[src/rtl/conv_pkg.sv]
// Shared widths, opcodes and FSM encoding for the conversion-unit request arbiter.
package conv_pkg;
    localparam int DATA_W = 32;
    localparam int POS_W  = 5;

    localparam logic OP_FLOAT2FIX = 1'b1;
    localparam logic OP_FIX2FLOAT = 1'b0;

    localparam logic [1:0] ST_IDLE = 2'd0;
    localparam logic [1:0] ST_WAIT = 2'd1;
    localparam logic [1:0] ST_RESP = 2'd2;

    typedef struct packed {
        logic [DATA_W-1:0] data;
        logic [POS_W-1:0]  pos;
        logic              op;
    } conv_req_t;
endpackage

[src/rtl/rr_arbiter2.sv]
// Two-way round-robin grant: a lone requester always wins, on a tie the one
// that was not served last wins.
module rr_arbiter2 (
    input  logic [1:0] valid,
    input  logic       rr_last,
    output logic [1:0] grant
);
    assign grant[0] = valid[0] & (~valid[1] | rr_last);
    assign grant[1] = valid[1] & (~valid[0] | ~rr_last);
endmodule

[src/rtl/conv_req_arbiter.sv]
// Shares one fixed/float conversion unit between two valid/ready requesters,
// one operation outstanding, result captured a fixed LATENCY after issue.
module conv_req_arbiter
    import conv_pkg::*;
#(
    parameter int LATENCY = 1
) (
    input  logic              clk,
    input  logic              rst,
    input  logic              req0_valid,
    output logic              req0_ready,
    input  logic [DATA_W-1:0] req0_data,
    input  logic [POS_W-1:0]  req0_pos,
    input  logic              req0_op,
    input  logic              req1_valid,
    output logic              req1_ready,
    input  logic [DATA_W-1:0] req1_data,
    input  logic [POS_W-1:0]  req1_pos,
    input  logic              req1_op,
    output logic              rsp0_valid,
    input  logic              rsp0_ready,
    output logic [DATA_W-1:0] rsp0_data,
    output logic              rsp1_valid,
    input  logic              rsp1_ready,
    output logic [DATA_W-1:0] rsp1_data,
    output logic [DATA_W-1:0] conv_number,
    output logic [POS_W-1:0]  conv_pos,
    output logic              conv_op,
    input  logic [DATA_W-1:0] conv_result,
    output logic              busy
);
    localparam logic [3:0] LAT_CNT = 4'(LATENCY);

    logic [1:0] state;
    logic [3:0] cnt;
    logic       rr_last;
    logic       owner;
    logic [1:0] grant;
    logic       accept;
    logic       rsp_hs;
    conv_req_t  req_sel;

    rr_arbiter2 u_arb (
        .valid   ({req1_valid, req0_valid}),
        .rr_last (rr_last),
        .grant   (grant)
    );

    // Ready is only offered from IDLE, so a grant there is an acceptance.
    assign req0_ready = (state == ST_IDLE) && grant[0];
    assign req1_ready = (state == ST_IDLE) && grant[1];
    assign accept     = req0_ready | req1_ready;

    assign rsp0_valid = (state == ST_RESP) && !owner;
    assign rsp1_valid = (state == ST_RESP) &&  owner;
    assign rsp_hs     = (rsp0_valid && rsp0_ready) || (rsp1_valid && rsp1_ready);
    assign busy       = (state != ST_IDLE);

    always_comb begin
        req_sel = {req0_data, req0_pos, req0_op};
        if (grant[1]) req_sel = {req1_data, req1_pos, req1_op};
    end

    always_ff @(posedge clk or negedge rst) begin
        if (!rst) begin
            state       <= ST_IDLE;
            cnt         <= '0;
            rr_last     <= 1'b1;
            owner       <= 1'b0;
            conv_number <= '0;
            conv_pos    <= '0;
            conv_op     <= 1'b0;
            rsp0_data   <= '0;
            rsp1_data   <= '0;
        end else begin
            case (state)
                ST_IDLE: if (accept) begin
                    conv_number <= req_sel.data;
                    conv_pos    <= req_sel.pos;
                    conv_op     <= req_sel.op;
                    owner       <= grant[1];
                    cnt         <= LAT_CNT;
                    state       <= ST_WAIT;
                end
                ST_WAIT: begin
                    cnt <= cnt - 4'd1;
                    // Only the owner's data port is updated; the other keeps its last result.
                    if (cnt == 4'd1) begin
                        if (owner) rsp1_data <= conv_result;
                        else       rsp0_data <= conv_result;
                        state <= ST_RESP;
                    end
                end
                ST_RESP: if (rsp_hs) begin
                    rr_last <= owner;
                    state   <= ST_IDLE;
                end
                default: state <= ST_IDLE;
            endcase
        end
    end
endmodule

[config.mk]
export PLATFORM = sky130hd
export DESIGN_NAME = conv_req_arbiter
export DESIGN_NICKNAME = d
export VERILOG_FILES = /design/src/rtl/conv_pkg.sv /design/src/rtl/rr_arbiter2.sv /design/src/rtl/conv_req_arbiter.sv
export SDC_FILE = /design/constraint.sdc
export NUM_CORES = 1
export LEC_CHECK = 0
export ABC_AREA = 1
export BUFFER_PORTS_ARGS = -buffer_cell sky130_fd_sc_hd__buf_2
export CORE_MARGIN = 8
export CORE_UTILIZATION = 24
export CTS_CLUSTER_DIAMETER = 30
export CTS_CLUSTER_SIZE = 8
export DETAILED_ROUTE_END_ITERATION = 12
export HOLD_SLACK_MARGIN = 0.12
export SYNTH_ARGS = -nofsm -noshare
export SYNTH_HDL_FRONTEND = slang
export SYNTH_SLANG_ARGS = --single-unit
[constraint.sdc]
create_clock -name clk -period 1.4 [get_ports clk]
set_clock_uncertainty 0.15 [all_clocks]
set_input_delay 0.07 -clock clk [delete_from_list [all_inputs] [get_ports clk]]
set_output_delay 0.07 -clock clk [all_outputs]
set_load 0.1 [all_outputs]
==> results of run 1 <==
==> cell families after synthesis <==
kind of cell	Yosys count	synth area share, %
AO/OA/AOI/OAI	34	3.45
adder cells (fa/ha/maj)	2	0.500
buffers and inverters	54	4.98
AND/OR/NAND/NOR	430	36.0
flip-flops	110	55.1
==> cell type report <==
class / instances / area (um2)
clock inverters: 7 / 105
fillers: 1788 / 10700
flip-flops and latches: 110 / 2760
clock buffers: 9 / 225
inverters: 12 / 62.6
multi-input cells: 469 / 2710
well taps: 275 / 344
repair buffers: 415 / 3900
==> cells in the mapped netlist <==
library cell  instances
nand2_1             302
nand3_1             113
dfrtp_1             109
o21ai_0              33
buf_2                22
clkbuf_1             13
inv_1                 8
buf_4                 5
inv_2                 4
nor2_1                4
buf_1                 2
ha_1                  2
nand3_2               2
nand4_1               2
nor2_2                2
nor2_4                2
dfstp_2               1
nand2_2               1
nand3b_1              1
o211ai_1              1
or2_2                 1
==> per-stage QoR <==
stage,util [%],hold slack [ns],setup WS (ns),std cells,TNS (ns)
after floorplan,-,-0.376,-0.204,630,-2.16
after global placement,32.6,-0.144,-0.164,1119,-8.67
after detailed placement,32.6,-0.147,-0.222,1119,-11.35
after CTS,46.2,0.0108,-0.331,1296,-25.49
after global routing,48.7,0.0324,-0.394,1297,-35.19
final,48.7,0.0181,-0.328,1297,-27.66
==> worst register-to-register path: stages (launching register included) <==
cell,delay [ns]
dfrtp_2,0.44
buf_6,0.13
nor2_4,0.09
buf_6,0.11
inv_4,0.03
nor2_4,0.09
buf_12,0.13
buf_8,0.13
buf_6,0.12
nand2_8,0.08
nand2_2,0.07
nand2_1,0.04
==> worst max path at each step <==
stage / end / slack, ns / startpoint / cells after the start
after floorplan: state[1]$_DFFE_PN0P_ / -0.20 / state[0]$_DFFE_PN0P_ / 6
after global placement: rsp0_data[12]$_DFFE_PN0P_ / -0.16 / state[1]$_DFFE_PN0P_ / 7
after detailed placement: rsp0_data[20]$_DFFE_PN0P_ / -0.22 / state[1]$_DFFE_PN0P_ / 7
after CTS: req0_ready / -0.33 / rr_last$_DFFE_PN1P_ / 6
after global routing: rsp0_data[7]$_DFFE_PN0P_ / -0.39 / state[1]$_DFFE_PN0P_ / 11
final: req0_ready / -0.33 / rr_last$_DFFE_PN1P_ / 6
==> timing repair <==
action | in CTS | in global routing
endpoints found under the hold margin | 214 | 19
gates cloned | 20 | 2
setup buffers | 31 | 5
pin swaps | 19 | 17
resized for setup | 182 | 177
endpoints found under the setup margin | 116 | 194
==> routing by layer <==
metal | part of all wire, % | track usage, %
met1 | 38 | 19.9
met5 | 0 | 0
met4 | 3.6 | 7.05
met2 | 50 | 29.5
met3 | 8.5 | 6.07
==> registers in the layout (all words and copies together), names as in the netlist <==
signal       flops
conv_number     32
rsp0_data       32
rsp1_data       32
conv_pos         5
cnt              4
state            2
conv_op          1
owner            1
rr_last          1
==> out/metrics.csv, run 1 <==
metric,value,unit
CTS tree,done,
Max transition margin,65.6,%
"commonest non-fill, non-tap cell in the layout",nand2_1,
Total Wirelength,23000,um
Synth area leader,dfrtp_1,
Post-route DRC,0,
Initial Util,24.1,%
Final Max Tran Viols,0,
Worst R2R Path Depth,11,
flop2flop setup slack,-0.32,ns
number of port buffers,220,
post-route ant nets,0,
detailed-route via count,6005,
clk_lat worst skew,0.35,ns
TritonCTS buffer count,9,
yosys warns,0,
largest net degree at the start of global routing,43,
via/cell ratio,4.63,
Reg2Reg Launch Point,state[1]$_DFFE_PN0P_,
Critical Path RT,1.18,ns
Hold Crit Class,input pin to async pin,
I/O pin count,221,
most frequent cells in the layout,"nand2_1 (205), buf_2 (123), dlygate4sd3_1 (111)",
Hold Buf Count CTS,111,
Worst Path Max Fanout,3,
reg-to-reg critical path endpoint,rsp0_data[15]$_DFFE_PN0P_,
core footprint,20800,um2
clock buffer depth,2,
Synth cell types,21,
maximum clock rate,0.579,GHz
period utilisation layout,123,%
failing checks,negative setup slack,
first-pass GRT wire length,36000,um
RSZ-0062 raised after global routing,true,
status,"finished, violations left",
final count of hold timing violations,0,
vias in the first global route,6528,
CP bufs+invs,4,
Final nets,1133,
"Arr. time, crit path",1.51,ns
CP most frequent cell,buf_12,
Crit Path Category,flop to output port,
syn avg cell area,7.94,um2
GP Congestion,0.806,
initial DRC count,320,
clk slew on worst S/H paths,0.08,ns
Synth Net Count,746,
#FFs+latches synth,110,
slowest CP cell,dfstp_2,
dpl hpwl,12500,um
Mapped Cells,630,
Chip Height,160,um
Placed Area,6760,um2
drt first pass iters,6,
Crit. End Element,output port,
family with the most delay on the worst path,flip-flops,
gr usage total,17.5,%
"top cells by area, synth","dfrtp_1 (55%), nand2_1 (23%), nand3_1 (11%)",
min Tclk post-route,1.73,ns
sequential fraction of the synthesis area,55.1,%
Routed WL per cell,17.8,um
Post-Syn Area,5000,um2
# setup viols final,114,
maxcap violations,0,
Final Cell Area,10100,um2
diode count,0,
Die X,160,um
top-area cell type share of the netlist area,54.5,%
num rows,53,
H-tree depth,3,
share of cells above drive strength 1,47.0,%
max incr delay on CP,0.59,ns
die area,25700,um2
worst slew pin tran,0.520,ns
grt total ovfl,0,
CTS Sinks,110,
Area Overhead vs Synth,102,%
Worst Setup Start Kind,flop,
Root Buffer,clkbuf_16,
final worst slack,-0.328,ns
critical path cell sequence,"inv_2, nand2_2, nand3_4, buf_12, clkinvlp_4, buf_12",
initial antenna violation count,0,
Power of run 1 is left out: the tool's default activity adds up to more than one toggle a clock period on the data nets, which glitch-free logic cannot reach.
==> run 2: changes to the inputs <==
- ABC_AREA: 1 -> unset
- CORE_ASPECT_RATIO: unset -> 1.4
- GPL_TIMING_DRIVEN: unset -> 0
==> run 2 against run 1 <==
  * Critical path type is now flop to flop
  * Design area shrank 14%
  * Fmax is 11% lower
  * Non-clock buffer count shrank 34
  * Worst hold slack improved by 0.18 ns
  * Synthesized area fell by 6.2%
  * Register-to-register slack worse by 0.22 ns
  * The run still ends with negative setup slack left
  * Wire length down 26%
  * Die area down 5.3%
==> out/metrics.csv, run 2 <==
metric,value,unit
status,"finished, violations left",
failing checks,negative setup slack,
biggest regs,"conv_number (32), rsp0_data (32), rsp1_data (32)",
"commonest non-fill, non-tap cell in the layout",buf_2,
Synth area leader,dfrtp_1,
most common cell in the synthesized netlist,mux2_2,
clk_lat worst skew,0.34,ns
gr usage total,14.2,%
#FFs+latches synth,110,
Post-Syn Area,4690,um2
largest net degree at the start of global routing,58,
ys flop type,dfrtp_1,
Max transition margin,51.7,%
grt total ovfl,0,
maxcap violations,0,
Final Max Tran Viols,0,
sequential fraction of the synthesis area,58.7,%
num rows,60,
Root Buffer,clkbuf_16,
via/cell ratio,4.34,
Synth Net Count,420,
Die X,134,um
top-area cell type share of the netlist area,58.1,%
number of port buffers,220,
final count of hold timing violations,0,
Crit. End Element,flop,
"EDFF count, synth",0,
Final nets,798,
Crit Path Category,flop to flop,
Area Overhead vs Synth,85.7,%
GP Congestion,0.770,
Worst Path Max Fanout,10,
Layout Utilization,45.4,%
maximum clock rate,0.515,GHz
first-pass GRT wire length,27300,um
CP Launch Point,cnt[1]$_DFFE_PN0P_,
worst slew pin tran,0.725,ns
TritonCTS buffer count,9,
Place WS,-0.852,ns
Reg2Reg Launch Point,cnt[1]$_DFFE_PN0P_,
yosys warns,0,
dpl hpwl,10400,um
Critical Path RT,1.49,ns
Synth cell types,29,
die area,24400,um2
drt first pass iters,4,
Worst Setup Start Kind,flop,
Worst R2R Path Depth,7,
share of cells above drive strength 1,64.6,%
reg-to-reg critical path endpoint,rsp0_data[21]$_DFFE_PN0P_,
Total Wirelength,17000,um
I/O pin count,221,
"Arr. time, crit path",2.03,ns
Mapped Cells,304,
core footprint,19200,um2
initial DRC count,121,
vias in the first global route,4911,
Chip Height,181,um
post-route ant nets,0,
Routed WL per cell,18.2,um
final worst slack,-0.542,ns
Post-route DRC,0,
# setup viols final,112,
flop2flop setup slack,-0.54,ns
Worst Hold Slack,0.193,ns
"top cells by area, synth","dfrtp_1 (58%), mux2_2 (33%), buf_6 (0.96%)",
RSZ-0062 raised after global routing,true,
CTS Sinks,110,
CTS tree,done,
asr flop ratio synth,100,%
detailed-route via count,4063,
initial antenna violation count,1,
period utilisation layout,139,%
H-tree depth,3,
clock buffer depth,2,
Hold Crit Class,input pin to async pin,
min Tclk post-route,1.94,ns
most frequent cells after synthesis,"mux2_2 (136), dfrtp_1 (109), nor2_1 (6)",
most frequent cells in the layout,"buf_2 (146), dlygate4sd3_1 (113), dfrtp_1 (106)",
Initial Util,24.4,%
clk slew on worst S/H paths,0.08,ns
syn avg cell area,15.4,um2
## run 2: logic make-up after synthesis
kind of cell / share of synthesized area, %
buffers and inverters: 2.61
DFF: 58.7
xor gates and xnor gates: 0.187
adders and majority gates: 0.533
AOI/OAI and AO/OA: 1.28
and+or+nand+nor: 2.72
muxes: 34.0
## run 2: cell type report
| type | instances | area, um2 |
|---|---|---|
| fill | 1671 | 10500 |
| timing repair buffer | 372 | 2980 |
| sequential | 110 | 2760 |
| multi-input combinational | 176 | 2230 |
| tap | 248 | 310 |
| clock buffer | 10 | 229 |
| buffer | 9 | 131 |
| clock inverter | 6 | 62.6 |
| inverter | 4 | 18.8 |
| antenna | 1 | 2.50 |
## run 2: worst max path at each step
stage / to / cells after the start
final: rsp0_data[21]$_DFFE_PN0P_ / 7
after global routing: rsp0_data[22]$_DFFE_PN0P_ / 7
after CTS: rsp0_data[22]$_DFFE_PN0P_ / 7
after detailed placement: rsp0_data[4]$_DFFE_PN0P_ / 6
after global placement: state[0]$_DFFE_PN0P_ / 1
after floorplan: conv_number[0]$_DFFE_PN0P_ / 5
## run 2: critical path, stage by stage, from the launching register on
cell and delay [ns]:
dfrtp_1 0.39, inv_2 0.08, ha_4 0.12, nor3b_4 0.20, nor3b_4 0.24, buf_6 0.18, buf_12 0.16, mux2_4 0.31
## run 2: per-layer routing
layer | vias up | part of all wire (%) | GRT usage [%]
met4 | 0 | 2.4 | 5.14
met3 | 26 | 6.5 | 4.12
met1 | 2034 | 38 | 15.1
met2 | 172 | 53 | 26.0
li1 | 1831 | - | -
met5 | - | 0 | 0
## run 2: timing repair
item / CTS / global route
endpoints found under the setup margin: 115 / 178
gates cloned: 7 / 0
hold buffers: 113 / 0
hold endpoints to repair: 161 / 0
gates resized for setup: 113 / 83
setup buffers: 35 / 8
pin swaps: 6 / 5
## run 2: metrics by stage
step	instances	TNS [ns]	area (um2)
6_report	936	-47.37	8720
3_3_place_gp	772	-174.03	6320
4_1_cts	943	-48.58	8670
2_1_floorplan	304	-55.14	4910
5_1_grt	936	-56.40	8720
3_5_place_dp	773	-59.13	6350
Power of run 2 is left out for the same reason.
